--- config.mk ---
export PLATFORM = sky130hd
export DESIGN_NAME = dag_sub_circ
export DESIGN_NICKNAME = d
export VERILOG_FILES = /design/src/rtl/dag_sub_circ_pkg.sv /design/src/rtl/dag_sub15.sv /design/src/rtl/dag_sub_circ.sv
export SDC_FILE = /design/constraint.sdc
export NUM_CORES = 1
export LEC_CHECK = 0
export ABC_AREA = 1
export CAP_MARGIN = 20
export CORE_MARGIN = 3
export CORE_UTILIZATION = 60
export CTS_CLUSTER_DIAMETER = 60
export DETAILED_ROUTE_END_ITERATION = 8
export DONT_BUFFER_PORTS = 1
export GPL_ROUTABILITY_DRIVEN = 1
export PLACE_DENSITY = 0.87
export SLEW_MARGIN = 25
export SYNTH_ARGS = -nofsm -noshare
export SYNTH_HDL_FRONTEND = slang
export SYNTH_SLANG_ARGS = --single-unit
--- constraint.sdc ---
create_clock -name CLK -period 6.15 [get_ports CLK]
set_input_delay 0.615 -clock CLK [delete_from_list [all_inputs] [get_ports CLK]]
set_output_delay 0.615 -clock CLK [all_outputs]
set_load 0.005 [all_outputs]
--- src/rtl/dag_sub_circ_pkg.sv ---
`default_nettype none
// ============================================================================
//  Module   : dag_sub_circ_pkg
//  Brief    : Shared constants and carry-lookahead helper for the DAG
//             post-decrement update unit.
//  Revision : 1.0 - initial release
// ============================================================================
package dag_sub_circ_pkg;

   localparam int DAG_AW   = 14;
   localparam int CLA_GRP  = 4;
   localparam int CLA_MAXG = 8;

   // Carry out of the lowest n positions of a generate/propagate chain.
   function automatic logic cla_carry(input logic [CLA_MAXG-1:0] g,
                                      input logic [CLA_MAXG-1:0] p,
                                      input logic                cin,
                                      input int                  n);
      logic c;
      c = cin;
      for (int j = 0; j < CLA_MAXG; j++) begin
         if (j < n) c = g[j] | (p[j] & c);
      end
      return c;
   endfunction

endpackage
`default_nettype wire

--- src/rtl/dag_sub15.sv ---
`default_nettype none
// ============================================================================
//  Module   : dag_sub15
//  Brief    : Combinational W-bit carry-lookahead subtractor, SUM = A + ~B + Cin.
//  Revision : 1.0 - initial release
// ============================================================================
module dag_sub15
   import dag_sub_circ_pkg::*;
#(
   parameter int W = DAG_AW + 1
) (
   input  logic [W-1:0] a_i,
   input  logic [W-1:0] b_i,
   input  logic         cin_i,
   output logic [W-1:0] sum_o,
   output logic         neg_o
);

   localparam int NG = (W + CLA_GRP - 1) / CLA_GRP;

   logic [W-1:0]  w_bn;
   logic [W-1:0]  w_g;
   logic [W-1:0]  w_p;
   logic [W-1:0]  w_c;
   logic [NG-1:0] w_gg;
   logic [NG-1:0] w_gp;
   logic [NG-1:0] w_gc;

   assign w_bn = ~b_i;
   assign w_g  = a_i & w_bn;
   assign w_p  = a_i ^ w_bn;

   // Group generate/propagate, then group carries looked ahead from cin.
   for (genvar gi = 0; gi < NG; gi++) begin : g_grp
      localparam int LO = gi * CLA_GRP;
      localparam int N  = ((W - LO) < CLA_GRP) ? (W - LO) : CLA_GRP;

      assign w_gg[gi] = cla_carry(CLA_MAXG'(w_g[LO +: N]),
                                  CLA_MAXG'(w_p[LO +: N]), 1'b0, N);
      assign w_gp[gi] = &w_p[LO +: N];
      assign w_gc[gi] = cla_carry(CLA_MAXG'(w_gg), CLA_MAXG'(w_gp), cin_i, gi);
   end

   for (genvar bi = 0; bi < W; bi++) begin : g_bit
      localparam int GI = bi / CLA_GRP;
      localparam int J  = bi % CLA_GRP;

      if (J == 0) begin : g_lead
         assign w_c[bi] = w_gc[GI];
      end else begin : g_inner
         assign w_c[bi] = cla_carry(CLA_MAXG'(w_g[GI*CLA_GRP +: J]),
                                    CLA_MAXG'(w_p[GI*CLA_GRP +: J]),
                                    w_gc[GI], J);
      end
   end

   assign sum_o = w_p ^ w_c;
   assign neg_o = sum_o[W-1];

endmodule
`default_nettype wire

--- src/rtl/dag_sub_circ.sv ---
`default_nettype none
// ============================================================================
//  Module   : dag_sub_circ
//  Brief    : Two-stage post-decrement index update I - M with optional
//             circular wrap against base B and length L (L = 0 is linear).
//  Revision : 1.0 - initial release
// ============================================================================
module dag_sub_circ
   import dag_sub_circ_pkg::*;
#(
   parameter int AW = DAG_AW
) (
   input  logic          CLK,
   input  logic          RST,
   input  logic          IN_VLD,
   output logic          IN_RDY,
   input  logic [AW-1:0] I_IN,
   input  logic [AW-1:0] M_IN,
   input  logic [AW-1:0] B_IN,
   input  logic [AW-1:0] L_IN,
   output logic          OUT_VLD,
   input  logic          OUT_RDY,
   output logic [AW-1:0] ADDR_OUT,
   output logic          WRAP_OUT,
   output logic          BOR_OUT
);

   logic          s1_vld_q,  s1_vld_d;
   logic [AW:0]   s1_d_q,    s1_d_d;
   logic [AW-1:0] s1_b_q,    s1_b_d;
   logic [AW-1:0] s1_l_q,    s1_l_d;
   logic          s1_bor_q,  s1_bor_d;

   logic          s2_vld_q,  s2_vld_d;
   logic [AW-1:0] s2_addr_q, s2_addr_d;
   logic          s2_wrap_q, s2_wrap_d;
   logic          s2_bor_q,  s2_bor_d;

   logic          w_s1_adv;
   logic          w_s2_adv;
   logic [AW:0]   w_diff;
   logic          w_diff_neg;
   logic [AW:0]   w_wsum;
   logic          w_wsum_neg;
   logic          w_below_base;
   logic          w_do_wrap;
   logic          w_unused_wrap;

   assign w_s2_adv = !s2_vld_q | OUT_RDY;
   assign w_s1_adv = !s1_vld_q | w_s2_adv;
   assign IN_RDY   = w_s1_adv;

   // Stage 1: {0,I} + {1,~M} + 1
   dag_sub15 #(.W(AW + 1)) u_sub_s1 (
      .a_i   ({1'b0, I_IN}),
      .b_i   ({1'b0, M_IN}),
      .cin_i (1'b1),
      .sum_o (w_diff),
      .neg_o (w_diff_neg)
   );

   // Stage 2: D + {0,L} using the same subtractor with inverted operand.
   dag_sub15 #(.W(AW + 1)) u_sub_wrap (
      .a_i   (s1_d_q),
      .b_i   (~{1'b0, s1_l_q}),
      .cin_i (1'b0),
      .sum_o (w_wsum),
      .neg_o (w_wsum_neg)
   );

   assign w_unused_wrap = ^{w_wsum_neg, w_wsum[AW]};
   assign w_below_base  = $signed(s1_d_q) < $signed({1'b0, s1_b_q});
   assign w_do_wrap     = (s1_l_q != '0) && w_below_base;

   always_comb begin
      s1_vld_d  = s1_vld_q;
      s1_d_d    = s1_d_q;
      s1_b_d    = s1_b_q;
      s1_l_d    = s1_l_q;
      s1_bor_d  = s1_bor_q;
      s2_vld_d  = s2_vld_q;
      s2_addr_d = s2_addr_q;
      s2_wrap_d = s2_wrap_q;
      s2_bor_d  = s2_bor_q;

      if (w_s1_adv) begin
         s1_vld_d = IN_VLD;
         if (IN_VLD) begin
            s1_d_d   = w_diff;
            s1_b_d   = B_IN;
            s1_l_d   = L_IN;
            s1_bor_d = w_diff_neg;
         end
      end

      if (w_s2_adv) begin
         s2_vld_d = s1_vld_q;
         if (s1_vld_q) begin
            s2_addr_d = w_do_wrap ? w_wsum[AW-1:0] : s1_d_q[AW-1:0];
            s2_wrap_d = w_do_wrap;
            s2_bor_d  = s1_bor_q;
         end
      end
   end

   always_ff @(posedge CLK or posedge RST) begin
      if (RST) begin
         s1_vld_q  <= 1'b0;
         s1_d_q    <= '0;
         s1_b_q    <= '0;
         s1_l_q    <= '0;
         s1_bor_q  <= 1'b0;
         s2_vld_q  <= 1'b0;
         s2_addr_q <= '0;
         s2_wrap_q <= 1'b0;
         s2_bor_q  <= 1'b0;
      end else begin
         s1_vld_q  <= s1_vld_d;
         s1_d_q    <= s1_d_d;
         s1_b_q    <= s1_b_d;
         s1_l_q    <= s1_l_d;
         s1_bor_q  <= s1_bor_d;
         s2_vld_q  <= s2_vld_d;
         s2_addr_q <= s2_addr_d;
         s2_wrap_q <= s2_wrap_d;
         s2_bor_q  <= s2_bor_d;
      end
   end

   assign OUT_VLD  = s2_vld_q;
   assign ADDR_OUT = s2_addr_q;
   assign WRAP_OUT = s2_wrap_q;
   assign BOR_OUT  = s2_bor_q;

endmodule
`default_nettype wire

# After elaboration in Yosys (flattened, before gate mapping)

Index checks and enable logic that the tools add are counted.

Flip-flop bits (word level): 62
Output and inout port bits: 18
Logic and storage cells: 113

Order comparisons: 1
Reductions and logical operators: 11
Muxes and demuxes: 1
Bitwise logic cells: 91

Operators by type and width:

| cell                                            | number |
|---|---|
| 1-bit bitwise OR                                | 43 |
| 1-bit AND                                       | 39 |
| 14-bit AND                                      | 2 |
| 14-bit inverter                                 | 2 |
| 14-bit bitwise XOR                              | 2 |
| 4-bit AND reduction                             | 5 |
| 15-bit < comparator                             | 1 |
| 14-bit inverter with 15-bit output              | 1 |
| 14-bit by 15-bit bitwise XOR with 15-bit output | 1 |
| 15-bit bitwise XOR                              | 1 |
| 14-bit two-way mux                              | 1 |
| 14-bit nonzero test                             | 1 |
| 2-bit AND reduction                             | 2 |
| 1-bit logical NOT                               | 2 |
| 1-bit logical AND                               | 1 |

# Longest topological paths before layout

Depth in word-level cells: 19
Depth in mapped cells: 16
Mapped depth without buffers: 15

# Hierarchy

From an unflattened synthesis, not the netlist that was laid out.

Cells, all modules: 556
Area total of the unflattened synthesis: 4,376.7 um^2

Modules (own cells, without submodules):

| module                 | area each (um^2) | cells an instance | sequential area each (um^2) | instances |
|---|---|---|---|---|
| dag_sub_circ           | 2,985.4          | 368               | 1,551.5                     | 1 |
| dag_sub15 (u_sub_wrap) | 704.4            | 95                | 0.0                         | 1 |
| dag_sub15 (u_sub_s1)   | 686.9            | 93                | 0.0                         | 1 |

# Worst setup path before layout

Ideal clock, no wire load.

Path kind: flip-flop to flip-flop
Start: register s1_d_q[0]
End: register s2_addr_q[11] (netlist: ADDR_OUT[11])
Required time: 6.033 ns
Buffers on the path: 0
Arrival time: 3.430 ns
Slack: 2.603 ns
Cell stages (with the launch flop): 14
Clock period less this slack: 3.547 ns
Path through: dfrtp_1 > ha_1 > fa_1 > fa_1 > fa_1 > nand4_1 > nand3b_1 > fa_1 > fa_1 > fa_1 > xnor2_1 > nand3_1 > nand3_1 > nand2_1

Cells in the longest elaborated chain, start to end: 17
Elaborated cells between the ends (all ways): 19

RTL lines:

| item                     | RTL line               | RTL |
|---|---|---|
| start: declaration       | dag_sub_circ.sv:29     | `logic [AW:0] s1_d_q, s1_d_d;` |
| start signal: assignment | dag_sub_circ.sv:109    | `s1_d_q <= '0;` |
| start signal: assignment | dag_sub_circ.sv:119    | `s1_d_q <= s1_d_d;` |
| 14-bit AND               | dag_sub15.sv:30        | `assign w_g = a_i & w_bn;` |
| 1-bit AND                | dag_sub_circ_pkg.sv:22 | `if (j < n) c = g[j] \| (p[j] & c);` |
| 1-bit bitwise OR         | dag_sub_circ_pkg.sv:22 |  |
| 1-bit AND                | dag_sub_circ_pkg.sv:22 |  |
| 1-bit bitwise OR         | dag_sub_circ_pkg.sv:22 |  |
| 1-bit AND                | dag_sub_circ_pkg.sv:22 |  |
| 1-bit bitwise OR         | dag_sub_circ_pkg.sv:22 |  |
| 1-bit AND                | dag_sub_circ_pkg.sv:22 |  |
| 1-bit bitwise OR         | dag_sub_circ_pkg.sv:22 |  |
| 1-bit AND                | dag_sub_circ_pkg.sv:22 |  |
| 1-bit bitwise OR         | dag_sub_circ_pkg.sv:22 |  |
| 1-bit AND                | dag_sub_circ_pkg.sv:22 |  |
| 1-bit bitwise OR         | dag_sub_circ_pkg.sv:22 |  |
| 1-bit AND                | dag_sub_circ_pkg.sv:22 |  |
| 1-bit bitwise OR         | dag_sub_circ_pkg.sv:22 |  |
| 14-bit bitwise XOR       | dag_sub15.sv:57        | `assign sum_o = w_p ^ w_c;` |
| 14-bit two-way mux *     | dag_sub_circ.sv:99     | `s2_addr_d = w_do_wrap ? w_wsum[AW-1:0] : s1_d_q[AW-1:0];` |
| end signal: assignment   | dag_sub_circ.sv:124    | `s2_addr_q <= s2_addr_d;` |
| end: declaration         | dag_sub_circ.sv:35     | `logic [AW-1:0] s2_addr_q, s2_addr_d;` |

Mark *: on every way between the ends. The rest lies on a longest branch, timed or not.
A chain may end at the register's enable or synchronous reset.

# Worst setup path in the final report

Ends and elaborated chain as after synthesis.

==> impl_metrics.tcl <==
set metrics [dict create \
    rsz0062_at_grt "no" \
    multiInputGateArea_um2 2052 \
    synth.top_cell.area_share_pct 38.39 \
    period_needed_ns 3.788 \
    power.switching_uw 555.8 \
    relSlewSlack_pct 50.32 \
    fin_area_um2 4202 \
    yosys_warnings 0 \
    cts_sinks 61 \
    die_x_um 87.41 \
    share_comb_of_total_power_pct 33.4 \
    syn2layout_area_growth_pct 5.664 \
    place.gp.congestion 0.8568 \
    ios 78 \
    place_inst 544 \
    max_freq_ghz 0.2640 \
    antenna_cells 0 \
    grt.total_usage_pct 23.89 \
    syn_area_um2 3976 \
    dpl_cell_area_um2 4005 \
    yosys.area_share.adder_pct 21.08 \
    worst_ep_arrival_time_ns 4.02 \
    worstSetupPathType "flop to flop" \
    vias 3018 \
    die_h_um 87.41 \
    wire_per_inst_um 15.28 \
    pwr-share-seq_pct 42.5 \
    start_kind "flop" \
    path_max_fanout 3 \
    fin_nets 593 \
    drive_above_1_share_pct 7.054 \
    synth.area.mux_share_pct 0 \
    fin_cells 559 \
    p_sw_share_pct 38.24 \
    finalWirelength_mm 8.543 \
    die-area_um2 7640 \
    max-cap-violations 0 \
    hold_viol_final 0 \
    post-route-period-util_pct 61.59 \
    rows 29 \
    synth_top_area_cell "dfrtp_1" \
    clkPwrFrac_pct 24.2 \
    synth_edf_count 0 \
    synth_ff_type "dfrtp_1" \
    via_per_inst 5.399 \
    setup_tns_ns 0 \
    cp_cell_sequence "ha_1 -> fa_1 -> fa_1 -> fa_1 -> nand4_1 -> nand3b_1 -> fa_1 -> fa_1 -> fa_1 -> xnor2_1 -> nand3_1 -> nand3_1 -> nand2_1" \
    synth_nets 595 \
    grt_pass1_wl_mm 14.12 \
    fin_worst_skew_ns 0.006118 \
    port_buffers 0 \
    dpl_worst_slack_ns 2.378 \
    hold_buffers 0 \
    grt_pass1_vias 3137 \
    hp-class "input pin to async pin" \
    tightestPinTransition_ns 0.7452 \
    synth_xor_area_share_pct 1.542 \
    start_util_pct 62.26 \
    synthTopCellsByCount "144 x nand2_1, 84 x inv_1, 61 x dfrtp_1" \
    cts-buffers-inserted 9 \
    ctsLongestPathBuffers 2 \
    intPower_uw 897.6 \
    cp-end-kind "flop" \
    postRouteAntennaNets 0 \
    grt_max_degree 62 \
    core_um2 6386 \
    synthCells 480 \
    ys_seq_elements 61 \
    grt_overflow 0 \
    path_clk_slew_ns 0.06 \
    required_ns 6.38 \
    drtIter0Drc 219 \
    cts_resized 0 \
    ys_async_sr_fraction_pct 100.0 \
    postSynthAreaPerCell_um2 8.284 \
    slew_viol_final 0 \
    htreeDepth 3 \
    hpwlAfterDp_mm 6.554 \
    status "completed" \
    ir_worst_vdd_mv 0.1969 \
    synth-compound-area-share_pct 5.979 \
    netlist-cell-type-count 29 \
    power_mw 1.453 \
    fillCellCount 516 \
    slowest_delay_ns 0.42 \
    cts_tree "yes" \
    path_common_cell "fa_1" \
    synth_top_family_by_area "simple AND/OR/NAND/NOR gates" \
    antenna_found_initial 0 \
    slowest_stage "fa_1" \
    setup_ws_ns 2.362 \
    worstSkewPairLatency_ns 0.34 \
    first_pass_iters 6 \
    setup_viol 0 \
    cts_root_buf "clkbuf_8" \
    drc 0 \
    yosysMostFrequentCell "nand2_1" \
    synth.area.top_cells "dfrtp_1 38%, nand2_1 14%, ha_1 11%" \
    synth-simple-area-share_pct 23.00 \
    seq_area_frac_synth_pct 38.39 \
    p_per_area_nw_per_um2 345.9 \
    regArea_um2 1526 \
    cts_setup_buffers 0 \
    p_leak_nw 2.340 \
]
per-stage QoR:
| step | hold slack (ns) | util [%] |
|---|---|---|
| 5_1_grt | 0.3762 | 65.79 |
| 2_1_floorplan | 0.4492 | - |
| 3_3_place_gp | 0.4962 | 62.72 |
| 6_report | 0.3742 | 65.79 |
| 3_5_place_dp | 0.5005 | 62.72 |
| 4_1_cts | 0.3717 | 65.79 |
registers in the layout (all words and copies together), names as in the netlist:
register and cells:
s1_d_q 15, ADDR_OUT 14, s1_b_q 14, s1_l_q 14
BOR_OUT 1, OUT_VLD 1, WRAP_OUT 1, s1_vld_q 1
layout make-up:
cell class,count,share of cell area (%)
timing repair buffer,1,0.1787
multi-input combinational,319,48.84
sequential,61,36.33
clock buffer,15,4.675
tap,77,2.293
inverter,86,7.683
cell families (layout without fill, tap and decap cells):
| logic type | Yosys count | count (layout) |
|---|---|---|
| AO/OA/AOI/OAI | 46 | 46 |
| XOR/XNOR | 7 | 7 |
| adder cells (fa/ha/maj) | 55 | 55 |
| buffers and inverters | 100 | 102 |
| flip-flops | 61 | 61 |
| AND/OR/NAND/NOR | 211 | 211 |
per-layer routing:
layer	wire length [um]	track usage, %	up-vias	part of all wire [%]
met5	0	0	-	0
met4	148	7.810	0	1.7
met3	658	7.663	13	7.7
met2	4184	38.63	96	49
met1	3551	30.43	1437	42
li1	-	-	1472	-
worst paths after layout:
| check | from | endpoint | slack (ns) | cells after the start |
|---|---|---|---|---|
| min in group CLK | L_IN[10] | s1_l_q[10] | 0.38 | 2 |
| max | s1_d_q[0] | ADDR_OUT[11] | 2.36 | 13 |
| max in group asynchronous | RST | s1_b_q[10] | 5.29 | 2 |
| min reg2reg | ADDR_OUT[12] | ADDR_OUT[12] | 0.51 | 2 |
| min | RST | ADDR_OUT[3] | 0.37 | 2 |
| max reg2reg | s1_d_q[0] | ADDR_OUT[11] | 2.36 | 13 |
placed cells by master (no fill, tap or decap), drive strengths merged:
| cell | Yosys | final |
|---|---|---|
| a21oi | 11 | 11 |
| nor2 | 13 | 13 |
| o21bai | 1 | 1 |
| clkbuf | 8 | 15 |
| nand2 | 157 | 157 |
| nand3 | 32 | 32 |
| nand4 | 4 | 4 |
| nor4 | 1 | 1 |
| o211ai | 1 | 1 |
| fa | 20 | 20 |
| a21o | 1 | 1 |
| buf | 6 | 1 |
| nand3b | 3 | 3 |
| o21ai | 32 | 32 |
| xnor2 | 3 | 3 |
| ha | 35 | 35 |
| dfrtp | 61 | 61 |
| xor2 | 4 | 4 |
| inv | 85 | 86 |
| nor3 | 1 | 1 |
critical path: cells and delay by family (launching register included):
family                   cells  cell delay [ns]
adder cells (fa/ha/maj)      7             2.61
AND/OR/NAND/NOR              5             0.51
flip-flops                   1             0.41
XOR/XNOR                     1             0.16
power by group through the flow:
| stage | clock network [mW] | logic [mW] | registers, mW |
|---|---|---|---|
| after global routing | 0.370 | 0.569 | 0.633 |
| final | 0.351 | 0.485 | 0.617 |
| after CTS | 0.353 | 0.488 | 0.620 |
| after global placement | 0 | 0.448 | 0.619 |
| after detailed placement | 0 | 0.483 | 0.627 |
| after floorplan | 0 | 0.397 | 0.584 |
(Power assumes the default switching activity.)
